**config.mk**
```make
export PLATFORM = sky130hd
export DESIGN_NAME = pc_redirect_unit
export DESIGN_NICKNAME = d
export VERILOG_FILES = /design/src/rtl/pc_redirect_unit.sv
export SDC_FILE = /design/constraint.sdc
export NUM_CORES = 1
export LEC_CHECK = 0
export CAP_MARGIN = 0
export CORE_ASPECT_RATIO = 0.9
export CORE_MARGIN = 8
export CORE_UTILIZATION = 40
export DETAILED_ROUTE_END_ITERATION = 10
export GPL_TIMING_DRIVEN = 0
export MAX_ROUTING_LAYER = met4
export PLACE_DENSITY = 0.77
export SLEW_MARGIN = 25
export SYNTH_ARGS = -nofsm -noshare
export SYNTH_HDL_FRONTEND = slang
export SYNTH_SLANG_ARGS = --single-unit
```
**constraint.sdc**
```tcl
create_clock -name clk -period 5.63 [get_ports clk]
set_clock_uncertainty 0.05 [all_clocks]
set_input_delay 1.4075 -clock clk [delete_from_list [all_inputs] [get_ports clk]]
set_output_delay 1.4075 -clock clk [all_outputs]
set_load 0.005 [all_outputs]
```
**src/rtl/pc_redirect_unit.sv**
```systemverilog
`default_nettype none
// ============================================================================
// Module      : pc_redirect_unit
// Description : Fetch-stage PC register with sequential advance and an
//               N-channel priority redirect selector. A redirect that arrives
//               under stall is parked and applied when the stall releases.
//               Optional macro PC_ALIGN_CHECK_EN: force-align loaded targets
//               and pulse align_fault.
// Revision    : 1.0 - initial release
// ============================================================================
module pc_redirect_unit #(
    parameter int              WIDTH        = 32,
    parameter int              NUM_SRC      = 4,
    parameter int              STEP         = 4,
    parameter logic [WIDTH-1:0] RESET_VECTOR = '0
) (
    input  logic                     clk,
    input  logic                     reset,
    input  logic                     stall,
    input  logic [NUM_SRC-1:0]       redir_valid,
    input  logic [NUM_SRC*WIDTH-1:0] redir_target,
    output logic [WIDTH-1:0]         pc,
    output logic                     redir_taken,
    output logic [2:0]               redir_src,
    output logic                     pend_valid,
    output logic                     align_fault
);

    typedef enum logic [0:0] {
        S_RUN  = 1'b0,
        S_HOLD = 1'b1
    } state_t;

    state_t           r_state;
    state_t           w_state_nxt;

    logic [WIDTH-1:0] r_pc;
    logic [WIDTH-1:0] r_pend_tgt;
    logic [2:0]       r_pend_src;
    logic             r_taken;
    logic [2:0]       r_src;
    logic             r_fault;

    logic             w_any;
    logic [2:0]       w_sel;
    logic [WIDTH-1:0] w_sel_tgt;

    logic             w_load;
    logic             w_capture;
    logic [WIDTH-1:0] w_load_raw;
    logic [2:0]       w_load_src;
    logic [WIDTH-1:0] w_load_tgt;
    logic             w_misalign;
    logic [WIDTH-1:0] w_pc_nxt;

    // Walk from lowest priority upward so the last hit is the winner.
    always_comb begin
        w_any     = 1'b0;
        w_sel     = '0;
        w_sel_tgt = '0;
        for (int i = NUM_SRC - 1; i >= 0; i--) begin
            if (redir_valid[i]) begin
                w_any     = 1'b1;
                w_sel     = 3'(i);
                w_sel_tgt = redir_target[i*WIDTH +: WIDTH];
            end
        end
    end

    always_ff @(posedge clk) begin
        if (reset) begin
            r_state <= S_RUN;
        end else begin
            r_state <= w_state_nxt;
        end
    end

    always_comb begin
        w_state_nxt = r_state;
        w_load      = 1'b0;
        w_capture   = 1'b0;
        w_load_raw  = '0;
        w_load_src  = '0;
        case (r_state)
            S_RUN: begin
                if (!stall) begin
                    if (w_any) begin
                        w_load     = 1'b1;
                        w_load_raw = w_sel_tgt;
                        w_load_src = w_sel;
                    end
                end else if (w_any) begin
                    w_capture   = 1'b1;
                    w_state_nxt = S_HOLD;
                end
            end
            S_HOLD: begin
                if (stall) begin
                    // Equal index overwrites so the freshest target of a channel wins.
                    w_capture = w_any && (w_sel <= r_pend_src);
                end else begin
                    w_load      = 1'b1;
                    w_state_nxt = S_RUN;
                    if (w_any && (w_sel < r_pend_src)) begin
                        w_load_raw = w_sel_tgt;
                        w_load_src = w_sel;
                    end else begin
                        w_load_raw = r_pend_tgt;
                        w_load_src = r_pend_src;
                    end
                end
            end
            default: begin
                w_state_nxt = S_RUN;
            end
        endcase
    end

`ifdef PC_ALIGN_CHECK_EN
    localparam logic [WIDTH-1:0] c_align_mask = WIDTH'(STEP - 1);
    assign w_load_tgt = w_load_raw & ~c_align_mask;
    assign w_misalign = |(w_load_raw & c_align_mask);
`else
    assign w_load_tgt = w_load_raw;
    assign w_misalign = 1'b0;
`endif

    always_comb begin
        w_pc_nxt = r_pc;
        if (w_load) begin
            w_pc_nxt = w_load_tgt;
        end else if ((r_state == S_RUN) && !stall) begin
            w_pc_nxt = r_pc + WIDTH'(STEP);
        end
    end

    always_ff @(posedge clk) begin
        if (reset) begin
            r_pc       <= RESET_VECTOR;
            r_pend_tgt <= '0;
            r_pend_src <= '0;
            r_taken    <= 1'b0;
            r_src      <= '0;
            r_fault    <= 1'b0;
        end else begin
            r_pc    <= w_pc_nxt;
            r_taken <= w_load;
            r_fault <= w_load & w_misalign;
            if (w_capture) begin
                r_pend_tgt <= w_sel_tgt;
                r_pend_src <= w_sel;
            end
            if (w_load) begin
                r_src <= w_load_src;
            end
        end
    end

    assign pc          = r_pc;
    assign redir_taken = r_taken;
    assign redir_src   = r_src;
    assign pend_valid  = (r_state == S_HOLD);
    assign align_fault = r_fault;

endmodule
`default_nettype wire

```
==> results of run 1 <==
==> synthesized netlist by cell type, types with 15 or more instances <==
master and n:
nand3_1 15, clkbuf_1 44, o22ai_1 26, nand2_1 65, o21ai_0 32, nor2_1 37
dfxtp_1 70, a31oi_1 19, nor3_1 30, or3_1 26, and2_1 16, a221oi_1 29
a21oi_1 53
==> power by group <==
| group | internal (mW) | total [mW] | leakage, nW | switching (mW) |
|---|---|---|---|---|
| clock network | 0.310 | 0.534 | 0.126 | 0.223 |
| logic | 0.195 | 0.385 | 1.50 | 0.189 |
| registers | 0.536 | 0.574 | 0.578 | 0.0384 |
==> worst min path at each step <==
stage | startpoint | to | slack (ns) | cells past startpoint
after floorplan | r_pend_tgt[17] | r_pend_tgt[17] | 0.38 | 2
after global placement | r_pend_tgt[17] | r_pend_tgt[17] | 0.39 | 2
after detailed placement | r_pend_tgt[30] | r_pend_tgt[30] | 0.39 | 2
after CTS | r_pend_tgt[28] | r_pend_tgt[28] | 0.40 | 2
after global routing | r_pend_tgt[6] | r_pend_tgt[6] | 0.42 | 2
final | r_pend_tgt[19] | r_pend_tgt[19] | 0.40 | 2
==> metrics by stage <==
stage	setup slack, ns	util	TNS (ns)	power, mW
4_1_cts	0.0718	0.606	0	1.48
3_5_place_dp	-0.266	0.581	-8.15	0.956
6_report	0.251	0.609	0	1.49
5_1_grt	0.162	0.609	0	1.54
2_1_floorplan	1.45	-	0	0.742
3_3_place_gp	-0.223	0.581	-7.03	0.947
==> cells by family (layout without fill, tap and decap cells) <==
group / count (synthesis) / count (layout) / share of synthesized area
fa+ha+maj: 3 / 3 / 0.00843
flops: 70 / 70 / 0.315
xor+xnor: 1 / 1 / 0.00197
compound gates: 223 / 223 / 0.338
other cells: 1 / 3 / 0.000842
buf+inv: 70 / 254 / 0.0671
simple gates: 232 / 232 / 0.266
mux: 1 / 1 / 0.00253
==> what timing repair did <==
action | CTS | global route
endpoints found under the setup margin | 0 | 45
gates resized for setup | 0 | 3
buffers inserted | 0 | 2
endpoints found under the hold margin | 0 | 0
==> layer usage <==
metal  track usage  vias up
li1              -     2667
met1         0.328     2743
met2         0.458      393
met3        0.0520       57
met4         0.108        0
met5             -        -
==> flip-flops by register name, indices dropped and copies added, names as in the netlist <==
register     cells
pend_valid       1
r_pend_src       2
r_pend_tgt      32
pc              32
redir_src        2
redir_taken      1
==> worst max-delay path, delay by kind of cell <==
| kind | cells | cell delay, ns |
|---|---|---|
| AOI/OAI and AO/OA | 3 | 0.74 |
| adders and majority gates | 1 | 0.31 |
| buffers and inverters | 5 | 2.35 |
| and+or+nand+nor | 4 | 0.70 |
==> cell type report <==
class	instances	share of cell area
clock buffers	13	0.0379
clock inverters	3	0.00303
multi-input cells	462	0.419
diodes	1	0.000379
repair buffers	168	0.254
well taps	152	0.0288
flip-flops and latches	70	0.212
inverters	12	0.00682
plain buffers	58	0.0386
==> cell usage in the layout, fill, tap and decap left out, types with 5 or more instances in the layout <==
master / Yosys / layout
nor2_1: 37 / 37
inv_1: 10 / 10
a21oi_1: 53 / 53
a221oi_1: 29 / 29
and4_1: 6 / 6
and2_1: 16 / 16
nand3_1: 15 / 15
o211ai_1: 11 / 11
dfxtp_1: 70 / 70
clkdlybuf4s50_1: 0 / 166
clkbuf_16: 0 / 9
o311ai_0: 6 / 6
buf_2: 5 / 5
o22ai_1: 26 / 26
or3_1: 26 / 26
nand2b_1: 5 / 5
clkbuf_1: 44 / 46
a211oi_1: 8 / 8
nor3_1: 30 / 30
nand2_1: 65 / 65
or4_1: 5 / 5
nand4_1: 8 / 8
o21ai_0: 32 / 32
a221o_1: 7 / 7
a31oi_1: 19 / 19
==> flow_metrics.tcl, run 1 <==
set metrics [dict create \
    status "finished, final reports clean" \
    ys_seq_elements 70 \
    max_slew_margin 0.334 \
    regToRegSetupSlack_ns 2.81 \
    layoutNonFillerInstCount 939 \
    period_minus_slack_ns 5.38 \
    drive_gt1_frac 0.0496 \
    hold_slack_ns 0.398 \
    clockBufferDepth 2 \
    grt_use_total 0.276 \
    tritoncts "built" \
    die_w_um 127 \
    grt_pass1_vias 5888 \
    worstMarginPinSlew_ns 0.991 \
    start_util 0.410 \
    fill_cells 1006 \
    crit_fanout 10 \
    rr_worst_depth 9 \
    critPathCaptureType "flip-flop" \
    ys_warn_count 0 \
    startpoint_type "input pin" \
    ios 173 \
    gp_congestion 0.917 \
    max_freq_mhz 186 \
    grt_pass1_wl_um 31200 \
    critPathKind "in2reg" \
    netlist.area_leader.share 0.315 \
    finalSetupViolations 0 \
    port_buffers 166 \
    synth.avg_cell_area_um2 7.41 \
    drt_iter0_drc 779 \
    startpoint "redir_valid[1]" \
    ys_seq_area_frac 0.315 \
    r2r_end "pc[20]" \
    slowest_stage "clkdlybuf4s50_1" \
    rows 36 \
    htreeDepth 3 \
    power_density_nw_per_um2 226 \
    multi_input_area_um2 2770 \
    slowest_delay_ns 0.62 \
    core_area_um2 10900 \
    hold_viol 0 \
    irDropWorstVdd_v 0.000200 \
    dr.pass1.iters 6 \
    die-area_um2 14800 \
    clockRootBuffer "clkbuf_16" \
    crit_end "pc[20]" \
    crit_chain "clkdlybuf4s50_1 > or2_2 > clkbuf_1 > clkbuf_2 > nor2_1 > ha_1 > nor2b_1 > o31a_1 > clkbuf_1 > buf_2 > nor3_1 > o21ai_0 > a31oi_1" \
    crit_arrival_ns 5.52 \
    m1WireLength_um 8270 \
    worst_path_most_repeated_cell "clkbuf_1" \
    synthArstFlopShare 0 \
    finalCritPeriodShare 0.956 \
    regArea_um2 1400 \
    hold_path.class "reg2reg" \
    overflow 0 \
    syn_to_final_growth_pct 48.3 \
    slew_viol_final 0 \
    dp_hpwl_um 15700 \
    netlist_instances 601 \
    timing.rr.start "r_pend_src[1]" \
    antenna_found_initial 0 \
    fin_nets 919 \
    syn_area_um2 4460 \
    dr_wl_met3_um 1980 \
    cts_buffers 9 \
    grt_max_degree 12 \
    yosysTopAreaCell "dfxtp_1" \
    drc_errors 0 \
    synth_edf_count 0 \
    clk_pin_slew_ns 0.06 \
    rsz0062_at_grt "false" \
    maxCapViolCount 0 \
    final_antenna_net_count 0 \
    synth.distinct_cells 58 \
    wl_met2_um 9620 \
    wirelength_um 20500 \
    dp_cells 920 \
    clock_sinks 70 \
    cts_hold_buf 0 \
    synthTopCellsByArea "dfxtp_1, a21oi_1, a221oi_1, nand2_1, clkbuf_1" \
    top_layer_used "met4" \
    routed_via_density 6.24 \
    wl_per_cell_um 21.8 \
    vias 5860 \
    worstPathRequired_ns 5.77 \
    dpl-instance-area_um2 6310 \
    dieHeight_um 116 \
    leakage_nw 2.20 \
    synth_ff_type "dfxtp_1" \
    insertion_delay_ns 0.33 \
    final_cell_area_um2 6610 \
]
(Power assumes the default switching activity.)
==> run 2, diff against run 1 <==
- CTS_CLUSTER_DIAMETER: unset -> 40
- GPL_TIMING_DRIVEN: 0 -> unset
==> flow_metrics.tcl, run 2 (synthesis gave the netlist of run 1 again) <==
set metrics [dict create \
    overflow 0 \
    maxCapViolCount 0 \
    dpl-instance-area_um2 6200 \
    dp_hpwl_um 13100 \
    rows 36 \
    drt_iter0_drc 716 \
    clockRootBuffer "clkbuf_16" \
    preCtsSetupSlack_ns 0.959 \
    final_antenna_net_count 0 \
    syn_to_final_growth_pct 46.6 \
    grt_pass1_wl_um 27400 \
    wl_per_cell_um 19.8 \
    gp_congestion 0.915 \
    final_cell_area_um2 6530 \
    max_freq_mhz 224 \
    port_buffers 170 \
    fin_nets 875 \
    cts_buffers 9 \
    critPathKind "in2reg" \
    clockBufferDepth 2 \
    dr.pass1.iters 5 \
    ios 173 \
    finalCritPeriodShare 0.792 \
    hold_path.class "reg2reg" \
    fin_ws_ns 1.17 \
    dieHeight_um 116 \
    critPathCaptureType "flip-flop" \
    drive_gt1_frac 0.0580 \
    antenna_found_initial 0 \
    n_antenna_cell 0 \
    start_util 0.410 \
    leakage_nw 2.19 \
    grt_max_degree 55 \
    postCtsSetupBuffers 0 \
    fin_setup_tns_ns 0 \
    hold_viol 0 \
    worstPathRequired_ns 5.76 \
    crit_arrival_ns 4.59 \
    finalSetupViolations 0 \
    power_density_nw_per_um2 236 \
    insertion_delay_ns 0.33 \
    regToRegSetupSlack_ns 3.12 \
    worstMarginPinSlew_ns 0.942 \
    irDropWorstVdd_v 0.000161 \
    layout_commonest_cell "clkdlybuf4s50_1" \
    tritoncts "built" \
    crit_fanout 35 \
    drc_errors 0 \
    ctsResizeCount 0 \
    final_util 0.602 \
    wirelength_um 17700 \
    grt_use_total 0.238 \
    grt_pass1_vias 5256 \
    rsz0062_at_grt "false" \
    clk_pin_slew_ns 0.06 \
    die-area_um2 14800 \
    routed_via_density 6.08 \
    max_slew_margin 0.367 \
    cts_hold_buf 0 \
    core_area_um2 10900 \
    power_mw 1.54 \
    final_cell_mix "clkdlybuf4s50_1, dfxtp_1, nand2_1" \
    vias 5432 \
    slew_viol_final 0 \
    status "finished, final reports clean" \
    startpoint_type "input pin" \
    htreeDepth 3 \
    clock_sinks 70 \
    die_w_um 127 \
    period_minus_slack_ns 4.46 \
]
run 2: through the flow:
stage / hold slack, ns / cells
floorplan: 0.381 / 602
global placement: 0.387 / 878
detailed placement: 0.393 / 878
CTS: 0.400 / 894
global route: 0.424 / 894
finish: 0.399 / 894
run 2: path summary, 6_finish.rpt:
| check | to | startpoint | cells past startpoint |
|---|---|---|---|
| setup reg to reg | pc[16] | r_pend_src[1] | 8 |
| hold reg to reg | r_pend_tgt[17] | r_pend_tgt[17] | 2 |
| setup / recovery | pc[16] | redir_valid[1] | 10 |
| hold / removal | r_pend_tgt[17] | r_pend_tgt[17] | 2 |
run 2: critical path, cell delays in order:
cell             delay (ns)
clkdlybuf4s50_1        0.70
or2_2                  0.44
nor2_1                 0.25
ha_1                   0.18
nor2b_1                0.35
o31a_1                 0.30
buf_4                  0.37
nor3_1                 0.11
o21ai_0                0.29
a41oi_1                0.18
run 2: layer usage:
metal | GRT usage | routed length, um
met1 | 0.288 | 7460
met2 | 0.383 | 8340
met3 | 0.0625 | 1600
met4 | 0.0681 | 291
met5 | - | 0
run 2: report_power, final:
group          internal, mW  total [mW]  switching [mW]
logic                 0.192       0.356           0.164
clock network         0.392       0.607           0.215
registers             0.536       0.579          0.0433
total                  1.12        1.54           0.423
run 2: layout make-up:
type	count	area, um^2
Fill cell	985	4330
Multi-Input combinational cell	462	2790
Timing Repair Buffer	182	1790
Sequential cell	70	1400
Clock buffer	14	284
Tap cell	152	190
Inverter	12	45.0
Clock inverter	2	37.5
==> run 3, diff against run 2 <==
- PLACE_DENSITY: 0.77 -> 0.8
- clock period: 5.63 -> 4.09 ns (I/O delays scaled with it)
==> flow_metrics.tcl, run 3 (synthesis gave the netlist of run 1 again) <==
set metrics [dict create \
    fin_setup_tns_ns 0 \
    postCtsSetupBuffers 0 \
    layout_commonest_cell "clkdlybuf4s50_1" \
    hold_viol 0 \
    regArea_um2 1400 \
    cts_hold_buf 0 \
    drive_gt1_frac 0.0680 \
    rsz0062_at_grt "false" \
    slew_viol_final 0 \
    finalSetupViolations 0 \
    clock_sinks 70 \
    leakage_nw 2.22 \
    core_area_um2 10900 \
    wirelength_um 17600 \
    ctsResizeCount 0 \
    clockRootBuffer "clkbuf_16" \
    vias 5481 \
    insertion_delay_ns 0.33 \
    ios 173 \
    hold_path.class "reg2reg" \
    critPathCaptureType "flip-flop" \
    power_density_nw_per_um2 313 \
    worstMarginPinSlew_ns 0.934 \
    grt_use_total 0.239 \
    rows 36 \
    worstPathRequired_ns 4.22 \
    final_cell_mix "clkdlybuf4s50_1, dfxtp_1, nand2_1" \
    dpl-instance-area_um2 6280 \
    n_antenna_cell 0 \
    tritoncts "built" \
    dp_hpwl_um 13300 \
    routed_via_density 6.08 \
    clockBufferDepth 2 \
    finalCritPeriodShare 0.850 \
    drt_iter0_drc 722 \
    clk_pin_slew_ns 0.06 \
    max_freq_mhz 288 \
    status "finished, final reports clean" \
    fill_cells 979 \
    port_buffers 170 \
    die-area_um2 14800 \
    drc_errors 0 \
    htreeDepth 3 \
    final_antenna_net_count 0 \
    fin_nets 884 \
    power_mw 2.06 \
    dr.pass1.iters 6 \
    grt_pass1_vias 5392 \
    antenna_found_initial 0 \
    grt_pass1_wl_um 27900 \
    cts_buffers 9 \
    grt_max_degree 49 \
    multi_input_area_um2 2780 \
    crit_fanout 34 \
    max_slew_margin 0.372 \
    syn_to_final_growth_pct 47.6 \
    overflow 0 \
    final_cell_area_um2 6580 \
    irDropWorstVdd_v 0.000223 \
    critPathKind "in2reg" \
    gp_congestion 0.920 \
    die_w_um 127 \
    start_util 0.410 \
    startpoint_type "input pin" \
    period_minus_slack_ns 3.48 \
    crit_arrival_ns 3.60 \
    maxCapViolCount 0 \
    dieHeight_um 116 \
    wl_per_cell_um 19.5 \
]
==> run 3: changes by cell type in the layout (fill, tap and decap cells not counted) <==
cell	delta
buf_4	+8
clkbuf_8	-4
clkinv_2	+2
buf_12	+1
clkbuf_1	-1
clkinv_4	+1
clkinvlp_4	+1
nand2b_1	+1
nand2b_2	-1
==> run 3: final timing paths <==
check / depth (start not counted) / slack, ns / start / endpoint
max: 10 / 0.61 / redir_valid[1] / pc[28]
min: 2 / 0.40 / r_pend_tgt[29] / r_pend_tgt[29]
max reg2reg: 5 / 1.53 / pc[13] / pc[31]
min reg2reg: 2 / 0.40 / r_pend_tgt[29] / r_pend_tgt[29]
==> run 3: metal layers <==
metal  track usage  share of wire
met1         0.298           0.43
met2         0.381           0.47
met3        0.0511          0.078
met4        0.0792          0.017
met5             -              0
==> run 3: power by group <==
group | internal (mW) | leakage [nW] | switching (mW)
clock network | 0.467 | 0.137 | 0.297
logic | 0.272 | 1.50 | 0.221
registers | 0.738 | 0.578 | 0.0624
==> run 3: critical path, cell delays in order <==
cell             delay, ns
clkdlybuf4s50_1       0.42
or2_2                 0.31
nor2_1                0.21
ha_1                  0.28
nor2b_1               0.19
o31a_1                0.30
buf_12                0.18
and2_1                0.16
o21ai_0               0.37
a31oi_1               0.15
==> run 3: area by class of cell <==
| class | instances | area share |
|---|---|---|
| Clock buffer | 9 | 0.0343 |
| Inverter | 12 | 0.00685 |
| Tap cell | 152 | 0.0289 |
| Sequential cell | 70 | 0.213 |
| Timing Repair Buffer | 191 | 0.284 |
| Multi-Input combinational cell | 462 | 0.423 |
| Clock inverter | 6 | 0.00971 |
==> run 3: per-stage QoR <==
step | setup WS (ns) | hold WS, ns | instances | utilization
2_1_floorplan | 0.292 | 0.381 | 602 | -
3_3_place_gp | 0.400 | 0.387 | 887 | 0.579
3_5_place_dp | 0.278 | 0.394 | 887 | 0.579
4_1_cts | 0.619 | 0.402 | 902 | 0.605
5_1_grt | 0.430 | 0.418 | 902 | 0.606
6_report | 0.614 | 0.401 | 902 | 0.606
